$ cat config.mk
export PLATFORM = sky130hd
export DESIGN_NAME = if_stage_unit
export DESIGN_NICKNAME = d
export VERILOG_FILES = /design/src/rtl/if_stage_unit.sv
export SDC_FILE = /design/constraint.sdc
export NUM_CORES = 1
export LEC_CHECK = 0
export ABC_AREA = 1
export CAP_MARGIN = 20
export CORE_MARGIN = 10
export CORE_UTILIZATION = 45
export CTS_CLUSTER_SIZE = 40
export DETAILED_ROUTE_END_ITERATION = 10
export HOLD_SLACK_MARGIN = 0.06
export PLACE_DENSITY_LB_ADDON = 0.15
export SETUP_SLACK_MARGIN = 0.02
export SKIP_CTS_REPAIR_TIMING = 1
export SLEW_MARGIN = 5
export SYNTH_ARGS = -nofsm -noshare
export SYNTH_HDL_FRONTEND = slang
export SYNTH_SLANG_ARGS = --single-unit
$ cat constraint.sdc
create_clock -name clk -period 1.5 [get_ports clk]
set_input_delay 0.45 -clock clk [delete_from_list [all_inputs] [get_ports clk]]
set_output_delay 0.45 -clock clk [all_outputs]
set_load 0.02 [all_outputs]
$ cat src/rtl/if_stage_unit.sv
// -----------------------------------------------------------------------------
// if_stage_unit
//   Instruction-fetch stage with its IF/ID pipeline register. Generates the
//   fetch PC, runs a req/ack handshake to a variable-latency instruction
//   memory, redirects on branch_taken and holds its outputs under freeze.
//   The decoder sees {valid, pc, instruction}; pc is fetch address + 4.
//
// Optional feature macro: IF_PERF_CNT_EN
//   defined   : perf_fetched / perf_stall are live 32-bit wrapping counters
//   undefined : both ports are tied to 32'h0 and no counter flops exist
//
// Ports
//   clk            in   1   clock, all flops on posedge
//   rst            in   1   synchronous active-high reset
//   freeze         in   1   hazard stall, hold IF/ID outputs
//   branch_taken   in   1   redirect request from EXE
//   branch_address in   32  redirect target
//   imem_req       out  1   memory request valid
//   imem_addr      out  32  request address (word aligned)
//   imem_ack       in   1   response valid (may come in first req cycle)
//   imem_rdata     in   32  instruction word, sampled when imem_ack=1
//   valid          out  1   IF/ID holds a real fetched instruction
//   pc             out  32  fetch address + 4 of the output instruction
//   instruction    out  32  instruction to decoder
//   fetch_stall    out  1   waiting on memory (S_REQ or S_DROP, no ack)
//   perf_fetched   out  32  delivered-instruction count
//   perf_stall     out  32  fetch_stall cycle count
// -----------------------------------------------------------------------------
module if_stage_unit #(
    parameter logic [31:0] RESET_PC  = 32'h0000_0000,
    parameter logic [31:0] NOP_INSTR = 32'h0000_0000
) (
    input  logic        clk,
    input  logic        rst,
    input  logic        freeze,
    input  logic        branch_taken,
    input  logic [31:0] branch_address,
    output logic        imem_req,
    output logic [31:0] imem_addr,
    input  logic        imem_ack,
    input  logic [31:0] imem_rdata,
    output logic        valid,
    output logic [31:0] pc,
    output logic [31:0] instruction,
    output logic        fetch_stall,
    output logic [31:0] perf_fetched,
    output logic [31:0] perf_stall
);

    typedef enum logic [1:0] {
        S_REQ  = 2'd0,
        S_HOLD = 2'd1,
        S_DROP = 2'd2
    } state_t;

    state_t      state_r, state_s;
    logic [31:0] fetch_pc_r, fetch_pc_s;
    logic [31:0] req_addr_r, req_addr_s;
    logic [31:0] skid_pc_r, skid_pc_s;
    logic [31:0] skid_instr_r, skid_instr_s;
    logic        valid_r, valid_s;
    logic [31:0] pc_r, pc_s;
    logic [31:0] instr_r, instr_s;
    logic        req_active_s;

    // A request is live in S_REQ and S_DROP; reset abandons it immediately.
    assign req_active_s = (state_r != S_HOLD) && !rst;
    assign imem_req     = req_active_s;
    assign imem_addr    = req_addr_r;
    assign fetch_stall  = req_active_s && !imem_ack;
    assign valid        = valid_r;
    assign pc           = pc_r;
    assign instruction  = instr_r;

    // Next-state, fetch PC, skid buffer and IF/ID register computation.
    always_comb begin
        state_s      = state_r;
        fetch_pc_s   = fetch_pc_r;
        skid_pc_s    = skid_pc_r;
        skid_instr_s = skid_instr_r;
        valid_s      = valid_r;
        pc_s         = pc_r;
        instr_s      = instr_r;
        if (branch_taken) begin
            // Redirect beats freeze: squash output and skid, retarget fetch.
            fetch_pc_s   = branch_address;
            valid_s      = 1'b0;
            pc_s         = 32'h0000_0000;
            instr_s      = NOP_INSTR;
            skid_pc_s    = 32'h0000_0000;
            skid_instr_s = 32'h0000_0000;
            case (state_r)
                S_REQ:   state_s = imem_ack ? S_REQ : S_DROP;
                S_DROP:  state_s = imem_ack ? S_REQ : S_DROP;
                S_HOLD:  state_s = S_REQ;
                default: state_s = S_REQ;
            endcase
        end else begin
            case (state_r)
                S_REQ: begin
                    if (imem_ack) begin
                        fetch_pc_s = fetch_pc_r + 32'd4;
                        if (freeze) begin
                            // Park the word so nothing is lost while decode is stalled.
                            skid_pc_s    = fetch_pc_r + 32'd4;
                            skid_instr_s = imem_rdata;
                            state_s      = S_HOLD;
                        end else begin
                            valid_s = 1'b1;
                            pc_s    = fetch_pc_r + 32'd4;
                            instr_s = imem_rdata;
                        end
                    end else if (!freeze) begin
                        valid_s = 1'b0;
                        pc_s    = 32'h0000_0000;
                        instr_s = NOP_INSTR;
                    end else begin
                        valid_s = valid_r;
                    end
                end
                S_HOLD: begin
                    if (!freeze) begin
                        valid_s = 1'b1;
                        pc_s    = skid_pc_r;
                        instr_s = skid_instr_r;
                        state_s = S_REQ;
                    end else begin
                        valid_s = valid_r;
                    end
                end
                S_DROP: begin
                    // Stale response after a redirect: swallow it.
                    valid_s = 1'b0;
                    pc_s    = 32'h0000_0000;
                    instr_s = NOP_INSTR;
                    state_s = imem_ack ? S_REQ : S_DROP;
                end
                default: begin
                    valid_s = 1'b0;
                    pc_s    = 32'h0000_0000;
                    instr_s = NOP_INSTR;
                    state_s = S_REQ;
                end
            endcase
        end
        // The abandoned address must stay on the bus until its ack arrives.
        req_addr_s = (state_s == S_DROP) ? req_addr_r : fetch_pc_s;
    end

    // State and datapath registers.
    always_ff @(posedge clk) begin
        if (rst) begin
            state_r      <= S_REQ;
            fetch_pc_r   <= RESET_PC;
            req_addr_r   <= RESET_PC;
            skid_pc_r    <= 32'h0000_0000;
            skid_instr_r <= 32'h0000_0000;
            valid_r      <= 1'b0;
            pc_r         <= 32'h0000_0000;
            instr_r      <= NOP_INSTR;
        end else begin
            state_r      <= state_s;
            fetch_pc_r   <= fetch_pc_s;
            req_addr_r   <= req_addr_s;
            skid_pc_r    <= skid_pc_s;
            skid_instr_r <= skid_instr_s;
            valid_r      <= valid_s;
            pc_r         <= pc_s;
            instr_r      <= instr_s;
        end
    end

`ifdef IF_PERF_CNT_EN
    logic [31:0] perf_fetched_r;
    logic [31:0] perf_stall_r;
    logic        deliver_s;

    // A real instruction is loaded into IF/ID this cycle.
    assign deliver_s = !branch_taken && !freeze &&
                       (((state_r == S_REQ) && imem_ack) || (state_r == S_HOLD));

    // Performance counters, wrapping at 2^32.
    always_ff @(posedge clk) begin
        if (rst) begin
            perf_fetched_r <= 32'h0000_0000;
            perf_stall_r   <= 32'h0000_0000;
        end else begin
            perf_fetched_r <= perf_fetched_r + {31'd0, deliver_s};
            perf_stall_r   <= perf_stall_r + {31'd0, fetch_stall};
        end
    end

    assign perf_fetched = perf_fetched_r;
    assign perf_stall   = perf_stall_r;
`else
    assign perf_fetched = 32'h0000_0000;
    assign perf_stall   = 32'h0000_0000;
`endif

endmodule
# Word-level counts from Yosys, hierarchy flattened
# Cells that the tools add are included.
[word_totals]
mem_bits_ro = 0
out_inout_bits = 163
in_bits = 69
wordCells = 48
memories = 0
register_bits = 195
ram_bits = 0
latch_bits = 0
[classes]
eq_ne = 7
div_mod_pow = 0
addsub = 1
reduce_logical = 9
n_shift = 0
mux = 23
n_mul = 0
bitwise_logic = 0
n_lt_le_gt_ge = 0
[ops]
columns = ["operator", "count"]
rows = [
  ["$mux 32", 10],
  ["$pmux 32 s2", 2],
  ["$add 32x3->32 const B", 1],
  ["$mux 2", 6],
  ["$pmux 2 s3", 1],
  ["$eq 2x2->1 const B", 2],
  ["$ne 2x2->1 const B", 2],
  ["$reduce_or 2->1", 2],
  ["$mux 1", 3],
  ["$ne 3x3->1 const B", 1],
  ["$reduce_and 3->1", 1],
  ["$eq 2x1->1 const B", 1],
  ["$logic_and 1x1->1", 2],
  ["$logic_not 1->1", 2],
  ["$logic_not 2->1", 1],
  ["$ne 2x1->1 const B", 1],
  ["$pmux 1 s2", 1],
  ["$reduce_and 2->1", 1],
]

# Logic depth before layout (Yosys ltp)
# Gate-level depths: netlist of the first run.
[depth]
depth_word = 5
mapped_depth = 12
mapped_depth_nobuf = 12

# Worst setup path after synthesis of the first run
# OpenSTA, ideal clock, no wires.
[synth_path]
path_kind = "input to output"
from = "input rst"
to = "output fetch_stall"
slack_ps = -304
required_ps = 1050
arrival_ps = 1354
path_buffers = 2
path_stages = 3
path_cell_list = "clkbuf_1 > clkbuf_1 > nor3_1"
[synth_via]
elab_chain_cells = 3
[synth_lines]
columns = ["item", "line_no", "rtl"]
rows = [
  ["from (decl)", "34", "input logic rst,"],
  ["$logic_not 1->1", "67", "assign req_active_s = (state_r != S_HOLD) && !rst;"],
  ["$logic_and 1x1->1", "67", ""],
  ["$logic_and 1x1->1", "70", "assign fetch_stall = req_active_s && !imem_ack;"],
  ["to (decl)", "45", "output logic fetch_stall,"],
]
# No other way between the ends.

# Worst setup path in the final report of the first run
[layout_path]
from = "register fetch_pc_r[3]"
to = "register req_addr_r[12], in the netlist imem_addr[12]"
[layout_via]
elab_chain_cells = 4
[layout_lines]
columns = ["item", "line_no", "rtl"]
rows = [
  ["from (decl)", "57", "logic [31:0] fetch_pc_r, fetch_pc_s;"],
  ["from (signal assigned)", "163", "fetch_pc_r <= fetch_pc_s;"],
  ["$add 32x3->32", "102", "fetch_pc_s = fetch_pc_r + 32'd4;"],
  ["$mux 32", "101", "if (imem_ack) begin"],
  ["$mux 32", "99", "case (state_r)"],
  ["$mux 32", "84", "if (branch_taken) begin"],
  ["to (signal assigned)", "164", "req_addr_r <= req_addr_s;"],
  ["to (decl)", "58", "logic [31:0] req_addr_r, req_addr_s;"],
]
# No other way between the ends.
# A chain may end at the register's enable or synchronous reset.

==> results of run 1 <==
==> tightest hold or removal path, delay by kind of cell (launching register included) <==
kind | cells | cell delay, ns
flip-flops | 1 | 0.31
AND/OR/NAND/NOR | 2 | 0.10
==> state kept, by name (all words and copies together), names as in the netlist <==
signal	cells
fetch_pc_r	32
imem_addr	32
instruction	32
pc	32
skid_instr_r	32
skid_pc_r	32
state_r	2
valid	1
==> cell usage in the layout (no fill, tap or decap), types with 10 or more instances in the layout <==
cell | netlist | layout
nor2_4 | 8 | 16
dfxtp_1 | 195 | 179
nand2_1 | 322 | 248
o21ai_1 | 8 | 35
nor2_1 | 101 | 84
nand3_2 | 1 | 13
inv_2 | 3 | 10
inv_1 | 112 | 101
clkdlybuf4s50_1 | 0 | 65
nand2_4 | 2 | 11
buf_6 | 1 | 35
dfxtp_2 | 0 | 10
clkbuf_16 | 0 | 32
a21oi_1 | 92 | 43
o21ai_0 | 125 | 36
o21ai_2 | 0 | 57
dlymetal6s2s_1 | 0 | 15
conb_1 | 1 | 64
buf_4 | 66 | 85
nand3_1 | 79 | 64
a31oi_1 | 14 | 12
clkbuf_2 | 0 | 85
nand2_2 | 4 | 68
a21oi_2 | 3 | 45
buf_12 | 0 | 24
nor2_2 | 5 | 14
==> per-layer routing <==
layer / part of all wire / vias up
li1: - / 4524
met1: 0.42 / 4318
met2: 0.50 / 323
met3: 0.063 / 46
met4: 0.018 / 0
met5: 0 / -
==> stage by stage <==
stage | TNS, ns | total power [mW] | cell area (um2) | setup WS, ns | hold slack [ns]
2_1_floorplan | -0.0000748 | 6.86 | 9300 | -0.0000748 | 0.425
3_3_place_gp | -111.34 | 7.69 | 11500 | -0.756 | 0.431
3_5_place_dp | -115.77 | 7.70 | 11500 | -0.768 | 0.437
4_1_cts | -66.61 | 12.2 | 12100 | -0.768 | 0.448
5_1_grt | -27.76 | 13.3 | 13800 | -0.363 | 0.469
6_report | -14.72 | 12.8 | 13800 | -0.246 | 0.451
==> final timing paths <==
path                       from            end  slack, ns
setup reg to reg  fetch_pc_r[3]  imem_addr[12]      -0.25
hold / removal    imem_addr[14]  imem_addr[14]       0.45
setup / recovery  fetch_pc_r[3]  imem_addr[12]      -0.25
hold reg to reg   imem_addr[14]  imem_addr[14]       0.45
==> layout make-up <==
type / count / area [um2]
clock buffer: 17 / 425
clock inverter: 15 / 148
fill: 1621 / 5750
inverter: 116 / 459
multi-input combinational: 886 / 5260
sequential: 195 / 3940
tap: 265 / 332
timing repair buffer: 331 / 3280
==> power by group through the flow <==
| stage | sequential (mW) | clock, mW | combinational (mW) |
|---|---|---|---|
| 2_1_floorplan | 5.82 | 0 | 1.04 |
| 3_3_place_gp | 5.69 | 0 | 2.00 |
| 3_5_place_dp | 5.69 | 0 | 2.01 |
| 4_1_cts | 5.57 | 4.61 | 2.03 |
| 5_1_grt | 5.61 | 4.86 | 2.85 |
| 6_report | 5.59 | 4.57 | 2.66 |
==> cell families (layout without fill, tap and decap cells) <==
kind of cell               count (synthesis)  count (layout)
and+or+nand+nor                          539             539
adders and majority gates                  2               2
xor gates and xnor gates                  13              13
buffers and inverters                    250             479
other                                      1              64
DFF                                      195             195
AOI/OAI and AO/OA                        268             268
==> reports/results.tsv, run 1 <==
metric	value	unit
p_int	8.90	mW
clkPwrFrac	0.356	
vias	9211	
worstPathArrival	2.13	ns
min_path_cells	2	
grt_pass1_wl	43.2	mm
rsz0062_at_grt	yes	
synthAdderAreaFrac	0.00277	
cts_tree	built	
clock_latency	0.44	ns
power_switching	3.93	mW
worstPathRequired	1.89	ns
htreeDepth	4	
hold_path.class	reg -> reg	
ys_seq_elements	195	
grtUsageMet2	0.339	
vdd_drop_max	0.000813	V
gp_congestion	0.871	
power_density	926	nW/um2
yosysSeqAreaShare	0.433	
yosys.area_share.simple	0.253	
grt_pass1_vias	8105	
dieArea	26100	um2
grtUsageTotal	0.202	
violations	setup timing	
r2r_cells	11	
finalHoldViolCount	0	
synth-compound-area-share	0.161	
antenna_found_initial	0	
synth_top_family_by_area	simple AND/OR/NAND/NOR gates	
netlist_top_cells_count	322 x nand2_1, 195 x dfxtp_1, 125 x o21ai_0	
drive_gt1_frac	0.371	
p_sw_frac	0.306	
crit_chain	ha_4, nand2_4, nor2_4, nand2_4, buf_6, nor2_4, xor2_2, nand2_2, a21oi_2, nand2_1, nand2_1	
dp_hpwl	20.0	mm
cp_slowest_cell	dfxtp_4	
end_kind	flip-flop	
worst-path-buf-inv	1	
crit_fanout	4	
grtUsageMet3	0.0483	
area_growth	53.5	%
synth.top_cell.area_share	0.433	
synthTopCellsByArea	dfxtp_1 43%, nand2_1 13%, o21ai_0 6.9%	
synth_enable_flop_cells	0	
die-height	162	um
die_x	162	um
leakage	6.37	nW
muxShareOfSynthArea	0	
row_count	51	
placed_cells	1739	
post_drt_wl_per_cell	17.7	um
netlist_area	9020	um2
clk_pin_slew	0.08	ns
drt_wl_total	32.3	mm
setup_violations	141	
synth_top_area_cell	dfxtp_1	
ys_types	39	
worst_slack	-0.246	ns
use_met1	0.252	
worstSetupPathType	reg -> reg	
ys.flop_type	dfxtp_1	
fin_util	0.707	
yosysMostFrequentCell	nand2_1	
port_buffers	167	
post-route-min-period	1.75	ns
io_pins	232	
fmax	0.573	GHz
drtIter0Drc	514	
synth_area_per_cell	7.11	um2
final_antenna_net_count	0	
cts_root_buf	clkbuf_16	
synthCells	1268	
async_flop_share	0	
finalClockSkew	0.0126	ns
yosysWarnings	0	
worstSetupStartpointType	flip-flop	
cts_buffers	17	
pwr-share-seq	0.436	
vias_per_cell	5.05	
drc_errors	0	
drt_first_pass_iters	5	
busiest_layer	met2	
grt-ovfl-total	0	
status	finished with violations	
crit_family	simple AND/OR/NAND/NOR gates	
crit_cells	11	
p_comb_frac	0.208	
initial_core_util	0.460	
maxCapViolCount	0	
cts.sinks	195	
synth_xor_area_frac	0.0143	
core	19600	um2
critPathMaxStageDelay	0.37	ns
diodes	0	
final_cell_count_no_fill	1825	
grt_max_degree	53	
final_max_slew_viol_count	0	
nNetsFinal	1618	
period_share	1.16	
cts_buffer_depth	2	
Note: power is estimated with default switching activity, not from simulation.
==> run 2: changes to the inputs <==
Settings changed: RECOVER_POWER set to 100.
==> results of run 2 <==
Final layout, timing and power as in run 1 (identical DEF).
